File: src/rtl/imm_encoder.sv
// imm_encoder: two-stage valid/ready pipeline that inserts a signed immediate
// into a RISC-V style instruction word in I, S, B or J format.
// Optional feature: define IMM_RANGE_CHECK_EN to enable immediate range
// checking (out_err flag and saturating err_count). Without it out_err and
// err_count stay 0; datapath and latency are identical.
module imm_encoder (
  input  logic        clk,
  input  logic        rst,
  input  logic        in_valid,
  output logic        in_ready,
  input  logic [31:0] in_instr,
  input  logic [31:0] in_imm,
  input  logic [1:0]  in_immsrc,
  output logic        out_valid,
  input  logic        out_ready,
  output logic [31:0] out_instr,
  output logic        out_err,
  output logic [7:0]  err_count
);

  typedef enum logic [1:0] {
    FMT_I = 2'b00,
    FMT_S = 2'b01,
    FMT_B = 2'b10,
    FMT_J = 2'b11
  } fmt_t;

  logic        s1_valid;
  logic [31:0] s1_instr;
  logic [31:0] s1_imm;
  fmt_t        s1_fmt;

  logic        s2_en;
  logic        s1_en;
  logic        accept;
  logic [31:0] asm_word;
  logic        asm_err;

  // Output stage (out_valid doubles as the S2 valid bit) loads when empty or draining
  assign s2_en    = !out_valid || out_ready;
  assign s1_en    = !s1_valid || s2_en;
  assign in_ready = s1_en && !rst;
  assign accept   = in_valid && in_ready;

  // Assemble the word: start from the base instruction, overwrite the immediate field
  always_comb begin
    asm_word = s1_instr;
    case (s1_fmt)
      FMT_I: asm_word[31:20] = s1_imm[11:0];
      FMT_S: begin
        asm_word[31:25] = s1_imm[11:5];
        asm_word[11:7]  = s1_imm[4:0];
      end
      FMT_B: begin
        asm_word[31]    = s1_imm[12];
        asm_word[30:25] = s1_imm[10:5];
        asm_word[11:8]  = s1_imm[4:1];
        asm_word[7]     = s1_imm[11];
      end
      FMT_J: begin
        asm_word[31]    = s1_imm[20];
        asm_word[30:21] = s1_imm[10:1];
        asm_word[20]    = s1_imm[11];
        asm_word[19:12] = s1_imm[19:12];
      end
      default: asm_word = s1_instr;
    endcase
  end

`ifdef IMM_RANGE_CHECK_EN
  // In range when all bits above the field's sign bit replicate it; B/J also need an even value
  always_comb begin
    asm_err = 1'b0;
    case (s1_fmt)
      FMT_I, FMT_S: asm_err = !((&s1_imm[31:11]) || !(|s1_imm[31:11]));
      FMT_B:        asm_err = !((&s1_imm[31:12]) || !(|s1_imm[31:12])) || s1_imm[0];
      FMT_J:        asm_err = !((&s1_imm[31:20]) || !(|s1_imm[31:20])) || s1_imm[0];
      default:      asm_err = 1'b0;
    endcase
  end

  // Saturating count of erroneous items actually handed downstream
  always_ff @(posedge clk) begin
    if (rst)
      err_count <= '0;
    else if (out_valid && out_ready && out_err && (err_count != '1))
      err_count <= err_count + 8'd1;
  end
`else
  logic unused_imm_hi;
  assign unused_imm_hi = ^{s1_imm[31:21], s1_imm[0]};
  assign asm_err       = 1'b0;
  assign err_count     = '0;
`endif

  // Input stage: capture an accepted item, or go empty when its item moves on
  always_ff @(posedge clk) begin
    if (rst) begin
      s1_valid <= 1'b0;
      s1_instr <= '0;
      s1_imm   <= '0;
      s1_fmt   <= FMT_I;
    end else if (s1_en) begin
      s1_valid <= accept;
      if (accept) begin
        s1_instr <= in_instr;
        s1_imm   <= in_imm;
        s1_fmt   <= fmt_t'(in_immsrc);
      end
    end
  end

  // Output stage: register assembled word and flag; held while stalled
  always_ff @(posedge clk) begin
    if (rst) begin
      out_valid <= 1'b0;
      out_instr <= '0;
      out_err   <= 1'b0;
    end else if (s2_en) begin
      out_valid <= s1_valid;
      if (s1_valid) begin
        out_instr <= asm_word;
        out_err   <= asm_err;
      end
    end
  end

endmodule

File: config.mk
export PLATFORM = sky130hd
export DESIGN_NAME = imm_encoder
export DESIGN_NICKNAME = d
export VERILOG_FILES = /design/src/rtl/imm_encoder.sv
export SDC_FILE = /design/constraint.sdc
export NUM_CORES = 1
export LEC_CHECK = 0
export ABC_CLOCK_PERIOD_IN_PS = 2000
export CAP_MARGIN = 30
export CORE_MARGIN = 1
export CORE_UTILIZATION = 40
export CTS_CLUSTER_SIZE = 8
export DETAILED_ROUTE_END_ITERATION = 16
export DONT_BUFFER_PORTS = 1
export PLACE_DENSITY = 0.65
export SLEW_MARGIN = 20
export SYNTH_ARGS = -nofsm -noshare
export SYNTH_HDL_FRONTEND = slang
export SYNTH_SLANG_ARGS = --single-unit
File: constraint.sdc
create_clock -name clk -period 2 [get_ports clk]
set_clock_uncertainty 0.05 [all_clocks]
set_input_delay 0.4 -clock clk [delete_from_list [all_inputs] [get_ports clk]]
set_output_delay 0.4 -clock clk [all_outputs]
set_load 0.02 [all_outputs]
# Word-level counts from Yosys, hierarchy flattened
# Index checks and enable logic that the tools add are counted.
# Widths: inputs -> output; s select.
# totals
regBits,82
input_bits,70
output_inout_bits,43
# classes
eq_ne,3
muxes,4
n_reduce_logical,11
# op_table
op,count
$pmux 7 s3,1
$pmux 5 s2,2
$mux 8,1
$eq 2x2->1 const B,2
$reduce_and 2->1,2
$logic_not 1->1,3
$eq 2x1->1 const B,1
$logic_and 1x1->1,2
$logic_not 2->1,1
$logic_or 1x1->1,2
$reduce_or 2->1,1

# Longest topological paths before layout
# logic_depth
depth_word,6
mapped_depth,6

# Worst setup path after synthesis
# Ideal clock, no wire load.
# synth_path
path_type,input-to-output
from,input rst
to,output in_ready
arrival_ps,1267
required_time_ps,1550
setup_slack_ps,283
path_stages,4
n_path_buf,3
path_cell_list,buf_2 > buf_2 > clkbuf_1 > a21oi_1
# synth_via
elab_chain_cells,2
# synth_rtl
element,line,text
from (decl),8,"input logic rst,"
$logic_not 1->1,42,assign in_ready = s1_en && !rst;
$logic_and 1x1->1,42,
to (decl),10,"output logic in_ready,"
# No other way between the ends.

# Final worst setup path
# layout_path
from,register out_valid
to,output in_ready
# layout_via
elab_chain_cells,4
# layout_rtl
element,line,text
from (decl),14,"output logic out_valid,"
from (signal assigned),120,out_valid <= s1_valid;
$logic_not 1->1,40,assign s2_en = !out_valid || out_ready;
$logic_or 1x1->1,40,
$logic_or 1x1->1,41,assign s1_en = !s1_valid || s2_en;
$logic_and 1x1->1,42,
# No other way between the ends.

==> results.md <==
- The flow ran to the end, and the final reports show no timing, DRC or antenna violations.
- The number of enable-type register cells in the synthesized netlist is 0.
- Setup total negative slack on the finished layout was measured at 0 ns.
- The final hold violation count is 0.
- At the end of routability-driven placement, the weighted congestion stood at 0.703.
- The number of vias per cell is 5.24.
- Detailed routing inserted a total of 2,304 vias.
- The H-tree was split into 3 levels.
- The path class of the tightest hold or removal check is in2reg.
- The post-synthesis compound-gate area fraction is 0.140.
- The die footprint is 0.00929 mm2.
- IR analysis of the VDD net gives a maximum drop of 0.522 mV.
- The via count of the first global-routing pass came to 2,096.
- The total overflow reported by the global router is 0.
- The most common cell in the synthesized netlist is dfxtp_1.
- The average footprint of a synthesized cell is 10.7 um2.
- During I/O placement, the number of pins put on the boundary was 113.
- The predominant post-synthesis flop cell is dfxtp_1.
- The pin count of the biggest net entering global routing is 86.
- CTS placed an instance of clkbuf_8 at the clock tree root.
- The sequential cell area is 0.00164 mm2.
- The core region is 0.00868 mm2.
- From synthesis to final layout, the design area changed by 6.53%.
- The synthesized-area fraction occupied by and/or/nand/nor cells is 0.121.
- During synthesis, Yosys emitted a total of 0 warnings.
- The timing endpoint of the critical path is in_ready.
- The endpoint of the worst register-to-register path is out_instr[18].
- Counting the buffers created by CTS gives 9.
- Based on the critical path, the design can be clocked at up to 539 MHz.
- STA classifies the critical path endpoint as an output port.
- The layout filler cell count is 845.
- Ranked by instance count, the synthesized netlist is headed by dfxtp_1 (82), nor2b_1 (47), a21oi_1 (34).
- The total routed wire length on the met1 layer is 3.24 mm.
- In the detailed route, the total length drawn on met3 is 528 um.
- The clock passes through at most 2 buffers.
- The average routed wire per standard cell is 16.7 um.
- The number of port buffers is 0.
- The later-pin clock latency in the skew report is 0.33 ns.
- Gates resized during post-CTS repair numbered 0.
- Of the total synthesized cell area, the portion taken by full adders, half adders and majority gates is 0.0140.
- The area share of xor/xnor cells in the synthesized design is 0.
- Summed over all layers, the routed wires come to 7.36 mm.
- The highest layer touched by signal routing is met4.
- The required time at the endpoint of the critical path is 1.55 ns.
- By area, the combinational part of the netlist is dominated by multiplexers.
- The flop-to-flop setup slack is 0.20 ns.
- For the worst flop-to-flop path, the logic depth is 3.
- The finished cells cover 0.00380 mm2.
- Dividing the final minimum period by the clock period gives 0.928.
- Sorting the synthesized cells by area gives the leading types as dfxtp_1 (46%), mux2_2 (8.8%), mux2_4 (8.4%).
- The critical path starts at out_valid.
- The startpoint type of the worst setup path is a flop.
- The count of different cell masters after synthesis is 31.
- For this run, the total global-route usage over all layers was measured as 0.158.
- The fraction of synthesized cell area taken by the top area cell type is 0.461.
- The die width is 96.4 um.
- After clock tree synthesis, the flow added hold-fix buffers numbering 0.
- Of the cells placed in the final design, the portion with a size suffix greater than 1 is 0.235.
- The max-slew violation count is 0.
- The repair_antennas step left the layout with diodes totalling 0.
- Once detailed placement completed, the half-perimeter wirelength came to 4.93 mm.
- The instance area at placement is 0.00361 mm2.
- The worst setup path category is reg2out.
- Of the synthesized area, sequential elements account for 0.461.
- Measured along the y axis, the die boundary spans 96.4 um.
- The clock period could shrink to 1.86 ns.
- The biggest area contributor in the post-synthesis netlist is dfxtp_1.
- The leakage power is 1.49 nW.
- At the pin with the least slew margin, the transition time is 0.818 ns.
- In the final layout, the multi-input gates occupy 0.00171 mm2.
- The relative max-transition margin is 0.454.
- The data arrival time at the worst-slack endpoint is 1.41 ns.
- In the detailed route, the total length drawn on met2 is 3.56 mm.
- The final design utilization is 0.437.
- The design draws 3.37 mW.
- After clock tree synthesis, the clock-pin slew on the worst setup and hold paths is 0.08 ns.
- Counting flops and latches in the post-synthesis netlist gives 82.
- Dividing total power by cell area gives a power density of 889 mW/mm2.
- The number of search-and-repair iterations in the first detailed-routing pass is 4.
- The number of setup violations in the final report is 0.
- The largest fanout on the critical path is 4.
- The number of design-rule violations left by the first detailed-router iteration is 61.
- The tree built by TritonCTS fans out to 82 sinks.
- The tool flagged a number of max-cap violations equal to 0.
- TritonCTS built the clock tree.
- The area of the mapped netlist is 0.00356 mm2.
- The count of nets left with antenna violations once routing finished came out at 0.
- Setup repair after global routing could not meet its margin everywhere.
- In the synthesized netlist, the number of instances is 334.
- In the routed design, unresolved DRC markers number 0.
- The first global-routing pass estimated 10.9 mm of wire.
- The share of cell area taken by muxes after synthesis is 0.195.
- For this configuration, the core starts out at a cell density of 0.411.
- Buffers added to address setup during post-CTS repair amount to 0.
- After floorplanning, the core was divided into 34 placement rows.
- In the synthesized netlist the async set-or-reset flop fraction comes to 0.
- The initial antenna violation count was 0.
- The net count of the finished layout is 401.
- The startpoint of the lowest-slack register-to-register path is s1_valid.
- The worst hold path begins at rst.
-- sequential cells by signal, summed over array words and instances (netlist names) --
signal     cells
out_instr     32
out_valid      1
s1_fmt         2
s1_imm        21
s1_instr      25
s1_valid       1
-- cell type report --
cell class / instances / area share
Clock buffer: 11 / 0.0346
Clock inverter: 5 / 0.0145
Inverter: 6 / 0.00593
Multi-Input combinational cell: 218 / 0.451
Sequential cell: 82 / 0.432
Tap cell: 108 / 0.0356
Timing Repair Buffer: 10 / 0.0264
-- worst max-delay path, cell delays in order, from the launching register on --
cell     delay, ns
dfxtp_1       0.42
nor2b_2       0.28
buf_4         0.15
a21oi_1       0.06
buf_4         0.17
-- cells in the final DEF (no fill, tap or decap), types with 4 or more instances in the layout --
| cell | count |
|---|---|
| a211oi_1 | 17 |
| a21oi_1 | 34 |
| a22oi_1 | 8 |
| buf_4 | 8 |
| clkbuf_8 | 9 |
| conb_1 | 9 |
| dfxtp_1 | 82 |
| ha_1 | 4 |
| inv_1 | 6 |
| mux2_2 | 28 |
| mux2_4 | 20 |
| mux2i_1 | 8 |
| nand3_1 | 13 |
| nor2b_1 | 46 |
| o21ai_0 | 14 |
-- power breakdown --
| part | switching [mW] | leakage (nW) | total [mW] | internal (mW) |
|---|---|---|---|---|
| Sequential | 0.113 | 0.676 | 1.86 | 1.75 |
| Combinational | 0.170 | 0.724 | 0.368 | 0.198 |
| Clock | 0.572 | 0.0893 | 1.15 | 0.574 |
| Total | 0.856 | 1.49 | 3.37 | 2.52 |
-- layer usage --
metal	up-vias	track usage
met1	1091	0.189
met2	68	0.257
met4	0	0.0331
li1	1143	-
met5	-	0
met3	2	0.0782
-- stage by stage --
step / hold slack (ns) / worst slack [ns] / instances
floorplan: 0.406 / 0.283 / 342
global placement: 0.406 / 0.259 / 424
detailed placement: 0.410 / 0.207 / 424
CTS: 0.0559 / 0.0123 / 440
global route: 0.0455 / -0.00918 / 440
finish: 0.0833 / 0.145 / 440
-- how the worst min path moves through the flow --
stage	endpoint	slack (ns)	cells past startpoint
after floorplan	out_instr[0]	0.41	2
after global placement	out_instr[5]	0.41	2
after detailed placement	out_instr[1]	0.41	2
after CTS	out_instr[25]	0.06	1
after global routing	out_instr[23]	0.05	1
final	out_instr[23]	0.08	1
-- kinds of logic after synthesis --
family	after synthesis
multiplexers	56
buffers and inverters	42
AND/OR/NAND/NOR	69
flip-flops	82
other	1
adder cells (fa/ha/maj)	4
AO/OA/AOI/OAI	80
Note: power is estimated with default switching activity, not from simulation.
